$ cat src/rtl/barrel_shift_arbiter.sv
// -----------------------------------------------------------------------------
// barrel_shift_arbiter
//
// Shares one 8-bit rotate-right barrel shifter among up to four requesters.
// A round-robin arbiter picks one valid requester per cycle. The granted
// operand is rotated by that requester's amount. The result is registered
// together with the winner's index and offered on a single valid/ready port.
//
// Parameters
//   NREQ        number of requesters (2..4)
//
// Ports
//   clk         clock, all state changes on the rising edge
//   rst         synchronous active-high reset
//   req_valid   [NREQ]    per-requester request valid
//   req_data    [8*NREQ]  packed operands, requester i at [8i+7:8i]
//   req_shift   [3*NREQ]  packed rotate amounts, requester i at [3i+2:3i]
//   req_ready   [NREQ]    one-hot (or zero) accept back to the requesters
//   rsp_valid   registered result valid
//   rsp_data    rotated operand
//   rsp_id      index of the requester that produced rsp_data
//   rsp_ready   downstream accept
// -----------------------------------------------------------------------------
module barrel_shift_arbiter #(
    parameter int NREQ = 4
) (
    input  logic                clk,
    input  logic                rst,
    input  logic [NREQ-1:0]     req_valid,
    input  logic [8*NREQ-1:0]   req_data,
    input  logic [3*NREQ-1:0]   req_shift,
    output logic [NREQ-1:0]     req_ready,
    output logic                rsp_valid,
    output logic [7:0]          rsp_data,
    output logic [1:0]          rsp_id,
    input  logic                rsp_ready
);

    localparam int MAXREQ = 4;

    typedef enum logic {
        EMPTY = 1'b0,
        FULL  = 1'b1
    } state_t;

    state_t      state_q, state_d;
    logic [1:0]  ptr_q,   ptr_d;
    logic [7:0]  data_q,  data_d;
    logic [1:0]  id_q,    id_d;

    // Requester inputs widened to the maximum requester count. Slots beyond
    // NREQ are tied off so they can never be granted.
    logic [MAXREQ-1:0] valid_pad;
    logic [7:0]        data_pad  [MAXREQ];
    logic [2:0]        shift_pad [MAXREQ];

    generate
        for (genvar gi = 0; gi < MAXREQ; gi++) begin : g_pad
            if (gi < NREQ) begin : g_used
                assign valid_pad[gi] = req_valid[gi];
                assign data_pad[gi]  = req_data[8*gi +: 8];
                assign shift_pad[gi] = req_shift[3*gi +: 3];
            end else begin : g_tied
                assign valid_pad[gi] = 1'b0;
                assign data_pad[gi]  = 8'h00;
                assign shift_pad[gi] = 3'd0;
            end
        end
    endgenerate

    // Candidate requester index for each search offset from the pointer,
    // wrapping modulo NREQ.
    logic [1:0] cand_idx [MAXREQ];

    generate
        for (genvar gi = 0; gi < MAXREQ; gi++) begin : g_cand
            if (gi < NREQ) begin : g_live
                logic [2:0] sum;
                assign sum = {1'b0, ptr_q} + 3'(gi);
                assign cand_idx[gi] = (sum >= 3'(NREQ)) ? 2'(sum - 3'(NREQ))
                                                        : sum[1:0];
            end else begin : g_dead
                assign cand_idx[gi] = 2'd0;
            end
        end
    endgenerate

    // Pick the first valid candidate. Scanning from the far end means the
    // nearest offset to the pointer is the last to be written, so it wins.
    logic       grant_found;
    logic [1:0] grant_idx;

    always_comb begin
        grant_found = 1'b0;
        grant_idx   = 2'd0;
        for (int k = NREQ - 1; k >= 0; k--) begin
            if (valid_pad[cand_idx[k]]) begin
                grant_found = 1'b1;
                grant_idx   = cand_idx[k];
            end
        end
    end

    // The output register may take a new value when it is empty or being
    // drained this cycle. Reset suppresses every grant.
    logic load_en;
    logic accept;

    assign load_en = (state_q == EMPTY) | rsp_ready;
    assign accept  = load_en & grant_found & ~rst;

    generate
        for (genvar gi = 0; gi < NREQ; gi++) begin : g_ready
            assign req_ready[gi] = accept & (grant_idx == 2'(gi));
        end
    endgenerate

    // Shared shifter: route the winner's operand and amount in, then rotate
    // right by indexing into the operand concatenated with itself.
    logic [7:0]  sel_data;
    logic [2:0]  sel_shift;
    logic [15:0] sel_dbl;
    logic [7:0]  rot_data;

    assign sel_data  = data_pad[grant_idx];
    assign sel_shift = shift_pad[grant_idx];
    assign sel_dbl   = {sel_data, sel_data};

    generate
        for (genvar gi = 0; gi < 8; gi++) begin : g_rot
            assign rot_data[gi] = sel_dbl[4'(gi) + {1'b0, sel_shift}];
        end
    endgenerate

    // The pointer moves to the slot just after the winner.
    logic [1:0] ptr_after_grant;
    assign ptr_after_grant = (grant_idx == 2'(NREQ - 1)) ? 2'd0 : grant_idx + 2'd1;

    // Output stage FSM: next state and register loads.
    always_comb begin
        state_d = state_q;
        ptr_d   = ptr_q;
        data_d  = data_q;
        id_d    = id_q;
        case (state_q)
            EMPTY: begin
                if (accept) begin
                    state_d = FULL;
                    ptr_d   = ptr_after_grant;
                    data_d  = rot_data;
                    id_d    = grant_idx;
                end
            end
            FULL: begin
                if (accept) begin
                    // Drain and reload at the same edge, no bubble.
                    ptr_d  = ptr_after_grant;
                    data_d = rot_data;
                    id_d   = grant_idx;
                end else if (rsp_ready) begin
                    // Drained with nothing to replace it; data and id hold.
                    state_d = EMPTY;
                end
            end
            default: begin
                state_d = EMPTY;
            end
        endcase
    end

    always_ff @(posedge clk) begin
        if (rst) begin
            state_q <= EMPTY;
            ptr_q   <= 2'd0;
            data_q  <= 8'h00;
            id_q    <= 2'd0;
        end else begin
            state_q <= state_d;
            ptr_q   <= ptr_d;
            data_q  <= data_d;
            id_q    <= id_d;
        end
    end

    assign rsp_valid = (state_q == FULL);
    assign rsp_data  = data_q;
    assign rsp_id    = id_q;

endmodule
$ cat config.mk
export PLATFORM = sky130hd
export DESIGN_NAME = barrel_shift_arbiter
export DESIGN_NICKNAME = d
export VERILOG_FILES = /design/src/rtl/barrel_shift_arbiter.sv
export SDC_FILE = /design/constraint.sdc
export NUM_CORES = 1
export LEC_CHECK = 0
export BUFFER_PORTS_ARGS = -buffer_cell sky130_fd_sc_hd__buf_2
export CAP_MARGIN = 10
export CELL_PAD_IN_SITES_DETAIL_PLACEMENT = 1
export CELL_PAD_IN_SITES_GLOBAL_PLACEMENT = 2
export CORE_UTILIZATION = 29
export CTS_CLUSTER_SIZE = 30
export DETAILED_ROUTE_END_ITERATION = 16
export PLACE_DENSITY_LB_ADDON = 0.15
export SKIP_CTS_REPAIR_TIMING = 1
export SLEW_MARGIN = 20
export SYNTH_ARGS = -nofsm -noshare
export SYNTH_HDL_FRONTEND = slang
export SYNTH_SLANG_ARGS = --single-unit
$ cat constraint.sdc
create_clock -name clk -period 9.6 [get_ports clk]
set_input_delay 0 -clock clk [delete_from_list [all_inputs] [get_ports clk]]
set_output_delay 0 -clock clk [all_outputs]
set_load 0.01 [all_outputs]
Word-level counts from Yosys, hierarchy flattened:

Cells that the tools add are included.

* register bits: 13
* bits of input ports: 51
* output and inout bits: 15

* mux-type cells: 50
* bitwise gates (word level): 10
* reductions and logical operators: 1
* add/sub/neg operators: 15
* order comparisons: 17
* equal/unequal tests: 3

Operators by type and width (count)
* < comparator 4 x 5 -> 1 bit, second input constant: 7
* binary-select mux 1 bit (select 4 bit): 7
* 2-to-1 mux 8 bit: 3
* 2-to-1 mux 2 bit: 11
* 2-to-1 mux 1 bit: 19
* adder 3 x 3 -> 4 bit, first input constant: 4
* binary-select mux 8 bit (select 2 bit): 1
* >= comparator 3 bit, second input constant: 4
* < comparator 2 x 3 -> 1 bit, second input constant: 4
* adder 2 x 3 -> 4 bit, first input constant: 2
* binary-select mux 1 bit (select 2 bit): 4
* subtractor 2 x 1 -> 2 bit, second input constant: 4
* adder 2 x 2 -> 3 bit, second input constant: 2
* AND 1 bit: 6
* binary-select mux 3 bit (select 2 bit): 1
* 2-to-1 mux 3 bit: 2
* < comparator 3 x 5 -> 1 bit, second input constant: 1
* adder 1 x 3 -> 4 bit, first input constant: 1
* == test 2 bit, second input constant: 2
* adder 2 x 1 -> 3 bit, second input constant: 1
* binary-select mux 1 bit (select 3 bit): 1
* >= comparator 2 x 3 -> 1 bit, second input constant: 1
* inverter 2 -> 3 bit: 1
* adder 2 x 1 -> 2 bit, second input constant: 1
* 5 further kinds: 6

Logic depth before layout (Yosys ltp):

* depth in word-level cells: 17
* gate-level depth with buffers: 14

Worst setup path before layout:

Ideal clock, no wire load.

* path kind: register to register
* start: reg ptr_q[1]
* end: reg data_q[1] (netlist: rsp_data[1])
* stages on the path, launching flop included: 13
* data required time: 9469 ps
* library setup time: 131 ps
* path slack: 6581 ps
* buffers on the path: 4
* period minus slack after synthesis: 3019 ps
* arrival time: 2888 ps
* cell sequence: dfxtp_1 buf_2 or4_1 buf_2 buf_2 a21bo_1 a32oi_1 buf_4 ha_1 inv_1 mux4_1 nor2_1 nor3_2

* longest elaborated chain between the ends: 17

RTL lines
* start, declared: RTL line 47 `logic [1:0] ptr_q, ptr_d;`
* start signal, assigned: RTL line 179 `ptr_q <= ptr_d;`
* adder 2 x 2 -> 3 bit: RTL line 79 `assign sum = {1'b0, ptr_q} + 3'(gi);`
* >= comparator 3 bit / subtractor 2 x 1 -> 2 bit (equally long branches): RTL line 80 `assign cand_idx[gi] = (sum >= 3'(NREQ)) ? 2'(sum - 3'(NREQ))`
* 2-to-1 mux 2 bit: RTL line 80
* binary-select mux 1 bit (select 2 bit): RTL line 97 `if (valid_pad[cand_idx[k]]) begin`
* 2-to-1 mux 1 bit (implied by the code): RTL line 97
* 2-to-1 mux 2 bit (4 in a row): RTL line 97
* inverter 2 -> 3 bit (implied by the code): RTL line 125, 126
* binary-select mux 3 bit (select 2 bit): RTL line 126 `assign sel_shift = shift_pad[grant_idx];`
* 2-to-1 mux 3 bit (implied by the code) (2 in a row): RTL line 126
* adder 1 x 3 -> 4 bit: RTL line 131 `assign rot_data[gi] = sel_dbl[4'(gi) + {1'b0, sel_shift}];`
* binary-select mux 1 bit (select 4 bit): RTL line 131
* 2-to-1 mux 1 bit (implied by the code): RTL line 131
* 2-to-1 mux 8 bit: RTL line 147, 155
* end signal, assigned: RTL line 180 `data_q <= data_d;`
* end, declared: RTL line 48 `logic [7:0] data_q, data_d;`

Several ways; a longest one is shown, not always the timed one. The select of a mux whose other input is x is not followed.
A chain may end at the register's enable or synchronous reset.

Worst setup path after layout:

* start: reg ptr_q[0]
* end: reg data_q[1] (netlist: rsp_data[1])

Same word-level chain as after synthesis.

==> impl_metrics.json <==
{
  "syn-num-nets": 283,
  "post-route-min-period_ps": 3772,
  "power_density_nw_per_um2": 189.2,
  "vias": 1845,
  "status": "completed",
  "fin_util_pct": 36.73,
  "clk_path_buf_depth": 2,
  "start_util_pct": 29.93,
  "coreArea_um2": 5886,
  "synth_cell_types": 38,
  "yosys_warnings": 0,
  "hold_start": "rsp_ready",
  "reg2reg_from": "ptr_q[0]",
  "critPathKind": "reg -> reg",
  "mostFrequentLayoutCell": "buf_2",
  "clk_pin_slew_worst_paths_ps": 60,
  "ir_drop_mv": 0.07827,
  "gp_congestion": 0.8020,
  "drive_above_1_share_pct": 33.57,
  "cts-root-buf": "clkbuf_8",
  "die_w_um": 79.94,
  "clock.fmax_mhz": 265.1,
  "reg2reg_slack_ps": 5830,
  "cts_buffers": 3,
  "final_cell_mix": "buf_2, nand3_1, nand2_1",
  "final_max_slew_viol_count": 0,
  "routed_wl_um": 5247,
  "synthCells": 225,
  "port_buffers": 65,
  "p_leak_nw": 0.9633,
  "timing.rr.end": "rsp_data[1]",
  "grt_pass1_vias": 1825,
  "rsz0062_at_grt": "no",
  "overflow": 0,
  "tritoncts": "yes",
  "dp_hpwl_um": 4134,
  "max_slew.worst_pin.slew_ps": 888.9,
  "synth_area_um2": 1762,
  "setup_violations": 0,
  "h-tree-depth": 1,
  "hold_end": "rsp_valid",
  "crit_start": "ptr_q[0]",
  "vias_per_cell": 5.241,
  "finalClockSkew_ps": 5.684,
  "yosysSeqAreaShare_pct": 14.77,
  "die_h_um": 79.94,
  "whs_path_depth": 4,
  "hp-class": "in -> reg",
  "syn_avg_cell_area_um2": 7.830,
  "ant_nets": 0,
  "fin_nets": 336,
  "ios": 66,
  "drcViolationCount": 0,
  "relSlewSlack_pct": 40.62,
  "r2r.worst_path.cells": 11,
  "clock-sinks": 13,
  "area.growth.synth_to_final_pct": 22.73,
  "antenna_found_initial": 0,
  "n_antenna_cell": 0,
  "arrival_ps": 3900,
  "insertion_delay_ps": 240,
  "cap_violations": 0,
  "wire_per_inst_um": 14.91,
  "fin_crit_sh_pct": 39.29,
  "hold_viol": 0,
  "critPathLaunchType": "flip-flop",
  "fp-row-count": 28,
  "grt_max_degree": 35,
  "drt-initial-drc-count": 30,
  "tns_ps": 0,
  "die_area_um2": 6390,
  "end_kind": "flip-flop",
  "grtUsageTotal_pct": 17.85,
  "cp.required_ps": 9720,
  "crit_fanout": 13,
  "grt_pass1_wl_um": 8935,
  "dr.pass1.iters": 4,
  "ys_ff_latch": 13
}
[cell usage after synthesis (all sizes together)]
master   n  area share (%)
nand2   25             5.3
mux2i   10             5.7
nand2b   1            0.36
inv      6             1.3
nor4    12             4.3
nor3     7             2.6
mux2     4             2.6
ha       7             5.0
a21bo   11             6.3
xor2     1            0.92
mux4     4             5.8
or4      1            0.43
a211oi   1            0.43
and2     4             1.4
o21bai   1            0.43
dfxtp   13              15
or3      1            0.36
nand3   26             7.4
a311oi   2            0.99
a32oi   11             7.6
xnor2    1            0.50
nor3b   11             4.7
buf     10             3.7
nand3b   3             1.3
nor2    16             3.4
a211o    1            0.50
o21ai    2            0.57
or4b     1            0.57
a221oi  11             5.5
nor2b    6             2.1
o22ai    2            0.71
clkbuf  13             2.8
[cells by family (layout without fill, tap and decap cells)]
logic type | after synthesis | in the layout | synth area share [%]
buf+inv | 29 | 81 | 7.741
compound gates | 42 | 42 | 22.94
simple gates | 114 | 114 | 34.16
fa+ha+maj | 7 | 7 | 4.971
xor+xnor | 2 | 2 | 1.421
mux | 18 | 18 | 13.99
flops | 13 | 13 | 14.77
[report_power, final]
part           total [mW]  switching, mW  internal, mW
clock network      0.0483         0.0190        0.0293
logic               0.285          0.151         0.134
registers          0.0760         0.0116        0.0645
total               0.409          0.182         0.227
[flip-flops by register name, summed over array words and instances, names as in the netlist]
name / count
rsp_id: 2
rsp_data: 8
ptr_q: 2
rsp_valid: 1
[how the worst max path moves through the flow]
stage	end	slack, ps	cells after the start
3_3_place_gp	rsp_data[1]	5890	11
4_1_cts	rsp_data[1]	5810	11
2_1_floorplan	rsp_data[1]	6580	12
5_1_grt	rsp_data[1]	5490	11
6_report	rsp_data[1]	5830	11
3_5_place_dp	rsp_data[1]	5830	11
[critical path, cell delays in order (launching register included)]
cell and delay [ps]:
dfxtp_1 320, nor2b_1 690, a211o_1 420, nand2_1 190
inv_1 440, a32oi_1 180, buf_4 220, ha_1 330
inv_1 110, mux4_1 550, nor2_1 130, nor3_2 60
[metal layers]
metal | global-route usage (%) | vias up | wire, um | share of wire [%]
met5 | 0 | - | 0 | 0
met1 | 24.73 | 828 | 2627 | 50
met4 | 6.607 | 0 | 105 | 2.0
li1 | - | 960 | - | -
met2 | 28.80 | 51 | 2294 | 44
met3 | 1.143 | 6 | 219 | 4.2
[stage by stage]
| step | setup WS (ps) | cell area (um2) | power (mW) | cells | hold WS (ps) |
|---|---|---|---|---|---|
| after global routing | 5494 | 2162 | 0.4533 | 352 | 111.9 |
| after CTS | 5814 | 2162 | 0.4173 | 352 | 77.98 |
| after floorplan | 6581 | 1762 | 0.2996 | 225 | 172.5 |
| after global placement | 5887 | 2117 | 0.3608 | 348 | 329.2 |
| after detailed placement | 5831 | 2117 | 0.3654 | 348 | 340.4 |
| final | 5828 | 2162 | 0.4090 | 352 | 84.06 |
[cell type report]
cell class                      count  area (um2)
Sequential cell                    13       260.3
Timing Repair Buffer               71       370.4
Tap cell                           75       93.84
Multi-Input combinational cell    183        1370
Clock buffer                        4       45.04
Fill cell                         779        3724
Inverter                            6       22.52
(Power assumes the default switching activity.)
